**src/rtl/fifo_level.sv**
```systemverilog
// fifo_level: synchronous FIFO, 2**ADDR_W usable words, with occupancy,
// almost-full/almost-empty thresholds and sticky overflow/underflow flags.
//
// Optional feature macro: FIFO_LEVEL_FWFT_EN
//   defined   -> first-word-fall-through read port (r_data = head word)
//   undefined -> registered read port (r_data loads on accepted read)
//
// Parameters:
//   WORD_LEN  data width
//   ADDR_W    address width, DEPTH = 2**ADDR_W
//   AF_TH     almost_full  when count >= AF_TH
//   AE_TH     almost_empty when count <= AE_TH
//
// Ports:
//   clk           rising-edge clock
//   reset         synchronous reset, active-low
//   rd / wr       pop / push requests
//   w_data        write data
//   clr_err       clears overflow/underflow (a new error wins)
//   r_data        read data
//   empty, full, almost_empty, almost_full   status from count
//   count         occupancy 0..DEPTH
//   overflow      sticky: a write was rejected
//   underflow     sticky: a read was rejected
module fifo_level #(
    parameter int WORD_LEN = 8,
    parameter int ADDR_W   = 8,
    parameter int AF_TH    = 2**ADDR_W - 4,
    parameter int AE_TH    = 4
) (
    input  logic                clk,
    input  logic                reset,
    input  logic                rd,
    input  logic                wr,
    input  logic [WORD_LEN-1:0] w_data,
    input  logic                clr_err,
    output logic [WORD_LEN-1:0] r_data,
    output logic                empty,
    output logic                full,
    output logic                almost_empty,
    output logic                almost_full,
    output logic [ADDR_W:0]     count,
    output logic                overflow,
    output logic                underflow
);

    localparam int DEPTH = 2**ADDR_W;

    localparam logic [ADDR_W:0] DEPTH_C = (ADDR_W+1)'(DEPTH);
    localparam logic [ADDR_W:0] AF_C    = (ADDR_W+1)'(AF_TH);
    localparam logic [ADDR_W:0] AE_C    = (ADDR_W+1)'(AE_TH);

    logic [WORD_LEN-1:0] mem_q [DEPTH];

    logic [ADDR_W-1:0] wr_ptr_q, wr_ptr_d;
    logic [ADDR_W-1:0] rd_ptr_q, rd_ptr_d;
    logic [ADDR_W:0]   count_q, count_d;
    logic              ovf_q, ovf_d;
    logic              unf_q, unf_d;

    logic wa;
    logic ra;

    // Status is decoded from the registered count only, so it is
    // glitch-free and never depends on pointer comparison.
    always_comb begin
        empty        = (count_q == '0);
        full         = (count_q == DEPTH_C);
        almost_empty = (count_q <= AE_C);
        almost_full  = (count_q >= AF_C);
        count        = count_q;
        overflow     = ovf_q;
        underflow    = unf_q;
    end

    // A read at full frees a slot in the same edge, so the write
    // may be accepted alongside it.
    always_comb begin
        wa = wr & (~full | rd);
        ra = rd & ~empty;
    end

    always_comb begin
        wr_ptr_d = wr_ptr_q;
        rd_ptr_d = rd_ptr_q;
        count_d  = count_q;

        if (wa) begin
            wr_ptr_d = wr_ptr_q + 1'b1;
        end
        if (ra) begin
            rd_ptr_d = rd_ptr_q + 1'b1;
        end

        unique case (1'b1)
            wa & ~ra: count_d = count_q + 1'b1;
            ra & ~wa: count_d = count_q - 1'b1;
            default:  count_d = count_q;
        endcase
    end

    // Set wins over clear when both happen in the same cycle.
    always_comb begin
        ovf_d = (wr & ~wa) | (ovf_q & ~clr_err);
        unf_d = (rd & ~ra) | (unf_q & ~clr_err);
    end

    always_ff @(posedge clk) begin
        if (!reset) begin
            wr_ptr_q <= '0;
            rd_ptr_q <= '0;
            count_q  <= '0;
            ovf_q    <= 1'b0;
            unf_q    <= 1'b0;
        end else begin
            wr_ptr_q <= wr_ptr_d;
            rd_ptr_q <= rd_ptr_d;
            count_q  <= count_d;
            ovf_q    <= ovf_d;
            unf_q    <= unf_d;
        end
    end

    // Storage is not reset; a write is suppressed while reset is low.
    always_ff @(posedge clk) begin
        if (reset && wa) begin
            mem_q[wr_ptr_q] <= w_data;
        end
    end

`ifdef FIFO_LEVEL_FWFT_EN

    // Head word is shown directly; zero while nothing is queued.
    always_comb begin
        if (empty) begin
            r_data = '0;
        end else begin
            r_data = mem_q[rd_ptr_q];
        end
    end

`else

    logic [WORD_LEN-1:0] r_data_q, r_data_d;

    // Head is captured at the accepting edge; with rd+wr at count 1
    // this is the old head, since the new word lands at wr_ptr.
    always_comb begin
        r_data_d = r_data_q;
        if (ra) begin
            r_data_d = mem_q[rd_ptr_q];
        end
    end

    always_ff @(posedge clk) begin
        if (!reset) begin
            r_data_q <= '0;
        end else begin
            r_data_q <= r_data_d;
        end
    end

    assign r_data = r_data_q;

`endif

endmodule

```
**config.mk**
```make
export PLATFORM = sky130hd
export DESIGN_NAME = fifo_level
export DESIGN_NICKNAME = d
export VERILOG_FILES = /design/src/rtl/fifo_level.sv
export SDC_FILE = /design/constraint.sdc
export NUM_CORES = 2
export LEC_CHECK = 0
export BUFFER_PORTS_ARGS = -buffer_cell sky130_fd_sc_hd__buf_4
export CORE_MARGIN = 2
export CORE_UTILIZATION = 54
export CTS_BUF_LIST = sky130_fd_sc_hd__clkbuf_2 sky130_fd_sc_hd__clkbuf_4 sky130_fd_sc_hd__clkbuf_8
export DETAILED_ROUTE_END_ITERATION = 10
export PLACE_DENSITY = 0.8
export SETUP_SLACK_MARGIN = 0.02
export SLEW_MARGIN = 30
export SYNTH_ARGS = -nofsm -noshare
export SYNTH_HDL_FRONTEND = slang
export SYNTH_SLANG_ARGS = --single-unit
```
**constraint.sdc**
```tcl
create_clock -name clk -period 12.3 [get_ports clk]
set_clock_uncertainty 0.2 [all_clocks]
set_input_delay 1.845 -clock clk [delete_from_list [all_inputs] [get_ports clk]]
set_output_delay 1.845 -clock clk [all_outputs]
set_load 0.05 [all_outputs]
```
Yosys cells after proc, flatten, opt, wreduce, memory -nomap -nowiden
Memories as Yosys holds them, arrays and structs flattened. A register that Yosys moved wholly into a read port is not among the register bits.
Cells that the tools add are included.
- $add $sub $neg: 4
- $lt $le $gt $ge: 2
- equality and inequality tests: 1
- multiplexer cells: 3
- bitwise operators: 16
- reduce and logical (&&, ||, !) cells: 4
- operator list (operator ; number):
    one-hot mux 9 bit (2 select lines) ; 1
    adder 8 x 1 -> 8 bit, second input constant ; 2
    adder 9 x 1 -> 9 bit, second input constant ; 1
    equality test 9 bit, second input constant ; 1
    >= comparator 9 x 8 -> 1 bit, second input constant ; 1
    less-or-equal comparator 9 x 3 -> 1 bit, second input constant ; 1
    zero test 9 bit ; 1
    subtractor 9 x 1 -> 9 bit, second input constant ; 1
    AND 1 bit ; 8
    NOT 1 bit ; 5
    OR 1 bit ; 3
    two-way mux 1 bit ; 2
    nonzero test 2 bit ; 1
    logical AND 1 bit ; 1
    zero test 1 bit ; 1
- bits in registers: 27
- memory bits (writable): 2048
- bits of input ports: 13
- memories kept: 1
- memories (memory ; depth ; bits a word ; rd ports ; clocked after Yosys merged registers in ; write ports ; line ; RTL):
    mem_q ; 256 ; 8 ; 1 ; 1 ; 1 ; 53 ; logic [WORD_LEN-1:0] mem_q [DEPTH];

Depth between registers and ports, before layout
- word-level depth: 7
- mapped depth: 13
- gate-level depth less buffers: 13

Least setup slack after synthesis
Ideal clock, no wire load.
- path type: reg-to-reg
- start: reg count_q[4], in the netlist count[4]
- end: reg count_q[8], in the netlist count[8]
- setup time: 71 ps
- arrival: 5673 ps
- data required time: 12029 ps
- path slack: 6356 ps
- cell stages (with the launch flop): 14
- buffers on the path: 1
- clock period less this slack: 5944 ps
- cell sequence: dfxtp_1 > nor4_1 > nor4bb_1 > nor2_1 > buf_2 > ha_1 > fa_1 > a21o_1 > a21oi_1 > o21bai_1 > a2111oi_0 > nor4_1 > or4_1 > a21oi_1
- RTL lines (element ; line ; RTL):
    start, declared ; 57 ; logic [ADDR_W:0] count_q, count_d;
    start signal, assigned ; 118 ; count_q <= count_d;
    zero test 9 bit (*) ; 67 ; empty = (count_q == '0);
    named net empty ; 38 ; output logic empty,
    NOT 1 bit (*) ; 80 ; ra = rd & ~empty;
    AND 1 bit (*) ; 80 ;
    named net ra ; 62 ; logic ra;
    NOT 1 bit ; 96 ; wa & ~ra: count_d = count_q + 1'b1;
    AND 1 bit ; 96 ;
    one-hot mux 9 bit (2 select lines) / nonzero test 2 bit (equally long branches) ; n/a ;
Mark *: on every way through the listed nets, which the timed path passes. The rest lies on a longest branch.
A chain may end at the register's enable or synchronous reset.

Final worst setup path
- start: in rd
- end: reg count_q[8], in the netlist count[8]
- longest elaborated chain between the ends: 5
- RTL lines (element ; line ; RTL):
    start, declared ; 33 ; input logic rd,
    OR 1 bit ; 79 ; wa = wr & (~full | rd);
    AND 1 bit ; 79 ;
    NOT 1 bit ; 97 ; ra & ~wa: count_d = count_q - 1'b1;
    AND 1 bit ; 97 ;
    one-hot mux 9 bit (2 select lines) / nonzero test 2 bit (equally long branches) ; n/a ;
Parallel ways exist; a longest one is shown, timed or not.

==> flow_metrics.tcl <==
set metrics [dict create \
    initial_core_util_pct 54.4 \
    holdWs_ns 0.386 \
    status "complete, but fails checks" \
    power_density_nw_per_um2 181 \
    yosys-top-cells-count "2048 x edfxtp_1, 451 x mux4_2, 327 x nor2_1" \
    required_ns 13.03 \
    drc 2 \
    finalHoldViolations 0 \
    drt_pass1_iterations 11 \
    ant_nets 0 \
    synth_seq_cells 2083 \
    yosysSeqAreaShare_pct 76.4 \
    vias_per_cell 6.78 \
    nets 4196 \
    syn_area_per_cell_sq_um 20.6 \
    synth-edff-count 2048 \
    final_cell_area_sq_um 89900 \
    ff2ff_setup_slack_ns 7.25 \
    syn_nets 3975 \
    fmax_ghz 0.197 \
    clkPwrFrac_pct 34.4 \
    antenna_found_initial 12 \
    p_total_mw 16.3 \
    clock-root-buffer "clkbuf_8" \
    worstPathArrival_ns 5.79 \
    gp_congestion 0.944 \
    ios 36 \
    path_max_fanout 10 \
    place_hpwl_um 130000 \
    cts_tree "built" \
    grt_pass1_vias 42500 \
    switchingPower_mw 4.30 \
    synth.area.top_cells "edfxtp_1 75%, mux4_2 12%, mux2i_1 2.0%" \
    synthCells 3948 \
    grt_pass1_wl_um 313000 \
    routedWlPerCell_um 34.4 \
    worst_pin_slew_ns 1.11 \
    yosysWarnings 0 \
    postCtsHoldBufs 0 \
    num_vias 43500 \
    syn-cell-area_sq_um 81500 \
    p_comb_share_pct 17.0 \
    synth.top_cell.area_share_pct 75.5 \
    ys.flop_type "edfxtp_1" \
    leakage_nw 27.5 \
    cts_setup_buffers 0 \
    placed_area_sq_um 83800 \
    clk_pin_slew_ns 0.07 \
    die_width_um 392 \
    ir_drop_v 0.000166 \
    final.fill_count 9935 \
    numCtsBuffers 325 \
    slew_viol_final 0 \
    tns_ns 0 \
    clock_sinks 2083 \
    yosysTopAreaCell "edfxtp_1" \
    syn_to_final_growth_pct 10.4 \
    setup_viol 0 \
    wl_um 221000 \
    seq_power_share_pct 48.7 \
    htree_levels 5 \
    cts_buffer_depth 4 \
    switching_share_pct 26.4 \
    grt_setup_unrepaired "no" \
    core_sq_um 150000 \
    grt_use_total_pct 28.9 \
    clk_latency_ns 1.01 \
    cts_resized 0 \
    grt_max_degree 170 \
    cp-end-kind "flop" \
    grt.overflow.total 0 \
    io_buffers 35 \
    synth.most_common_cell "edfxtp_1" \
    die_area_sq_um 154000 \
    post-route-period-util_pct 41.2 \
    violations "design-rule violations" \
    fin_crit_ns 5.07 \
    initialDrtViolationCount 8107 \
    async_flop_share_pct 0 \
    fin_util_pct 60.0 \
    critPathKind "input port to flop" \
    holdCritPathClass "flop to flop" \
    rows 142 \
    die_h_um 392 \
    slew_headroom_pct 26.1 \
    synth_cell_types 86 \
    layout-drive-gt1-share_pct 25.1 \
    startpoint_type "input port" \
    drv_cap 0 \
    p_int_mw 12.0 \
]
-- final timing paths --
| path | to | cells past startpoint | startpoint |
|---|---|---|---|
| max | count[8] | 13 | rd |
| max reg2reg | r_data[4] | 8 | rd_ptr_q[0] |
| min reg2reg | r_data[7] | 2 | r_data[7] |
| min | r_data[7] | 2 | r_data[7] |
-- metal layers --
metal / share of wire (%) / track usage (%) / vias to the layer above
met5: 0.061 / 0.351 / -
met4: 5.3 / 13.7 / 18
met3: 16 / 10.7 / 749
met2: 44 / 41.5 / 4199
met1: 34 / 39.4 / 21700
li1: - / - / 16900
-- final cells by class --
| cell class | instances | area [sq um] | area share (%) |
|---|---|---|---|
| inverter | 16 | 63.8 | 0.0710 |
| clock buffer | 412 | 5160 | 5.74 |
| tap | 2016 | 2520 | 2.80 |
| clock inverter | 143 | 925 | 1.03 |
| timing repair buffer | 127 | 1160 | 1.29 |
| multi-input combinational | 1616 | 17900 | 19.9 |
| sequential | 2083 | 62200 | 69.2 |
| antenna | 6 | 15.0 | 0.0167 |
-- stage by stage --
stage / setup slack (ns) / std cells
floorplan: 6.36 / 3948
global placement: 6.32 / 5856
detailed placement: 6.38 / 5858
CTS: 7.34 / 6413
global route: 7.10 / 6416
finish: 7.23 / 6419
-- cell families (layout without fill, tap and decap cells) --
| family | Yosys count | after routing | synth area share [%] |
|---|---|---|---|
| AOI/OAI and AO/OA | 384 | 384 | 3.36 |
| adders and majority gates | 14 | 14 | 0.224 |
| DFF | 2083 | 2083 | 76.4 |
| and+or+nand+nor | 557 | 557 | 2.92 |
| xor gates and xnor gates | 20 | 20 | 0.215 |
| buffers and inverters | 249 | 698 | 1.78 |
| muxes | 641 | 641 | 15.1 |
| other | 0 | 6 | 0 |
-- placed cells by master (no fill, tap or decap), types with 30 or more instances in the layout --
master / netlist / routed
nand2_1: 103 / 101
o21ai_0: 34 / 34
clkbuf_4: 0 / 81
clkinv_1: 1 / 75
a221oi_1: 30 / 30
a21oi_1: 75 / 75
edfxtp_1: 2048 / 2048
clkbuf_8: 0 / 339
o22ai_1: 40 / 40
nand3_1: 39 / 38
clkinv_2: 0 / 48
a22oi_1: 54 / 54
nor2_1: 327 / 326
mux4_2: 451 / 451
buf_4: 23 / 103
mux2i_1: 165 / 165
-- power groups by stage --
stage,logic (mW),registers (mW),clock network [mW]
after floorplan,1.92,8.09,0
after global placement,2.66,8.07,0
after detailed placement,2.71,8.07,0
after CTS,2.72,7.92,5.63
after global routing,2.86,7.92,5.91
final,2.76,7.93,5.60
-- sequential cells by signal, summed over array words and instances, names as in the netlist --
signal and flops:
underflow 1, mem_q 2048, wr_ptr_q 8, count 9, overflow 1, rd_ptr_q 8, r_data 8
-- critical path, cell delays in order --
cell and delay (ns):
buf_4 0.08, inv_1 0.09, a21boi_2 0.50, inv_1 0.23, ha_1 0.41, fa_1 0.46
a21o_1 0.19, a21oi_1 0.22, o21bai_1 0.14, a2111oi_0 0.76, nor4_1 0.16, or4_1 0.50
a21oi_1 0.17
Power figures use the tool's default switching activity.
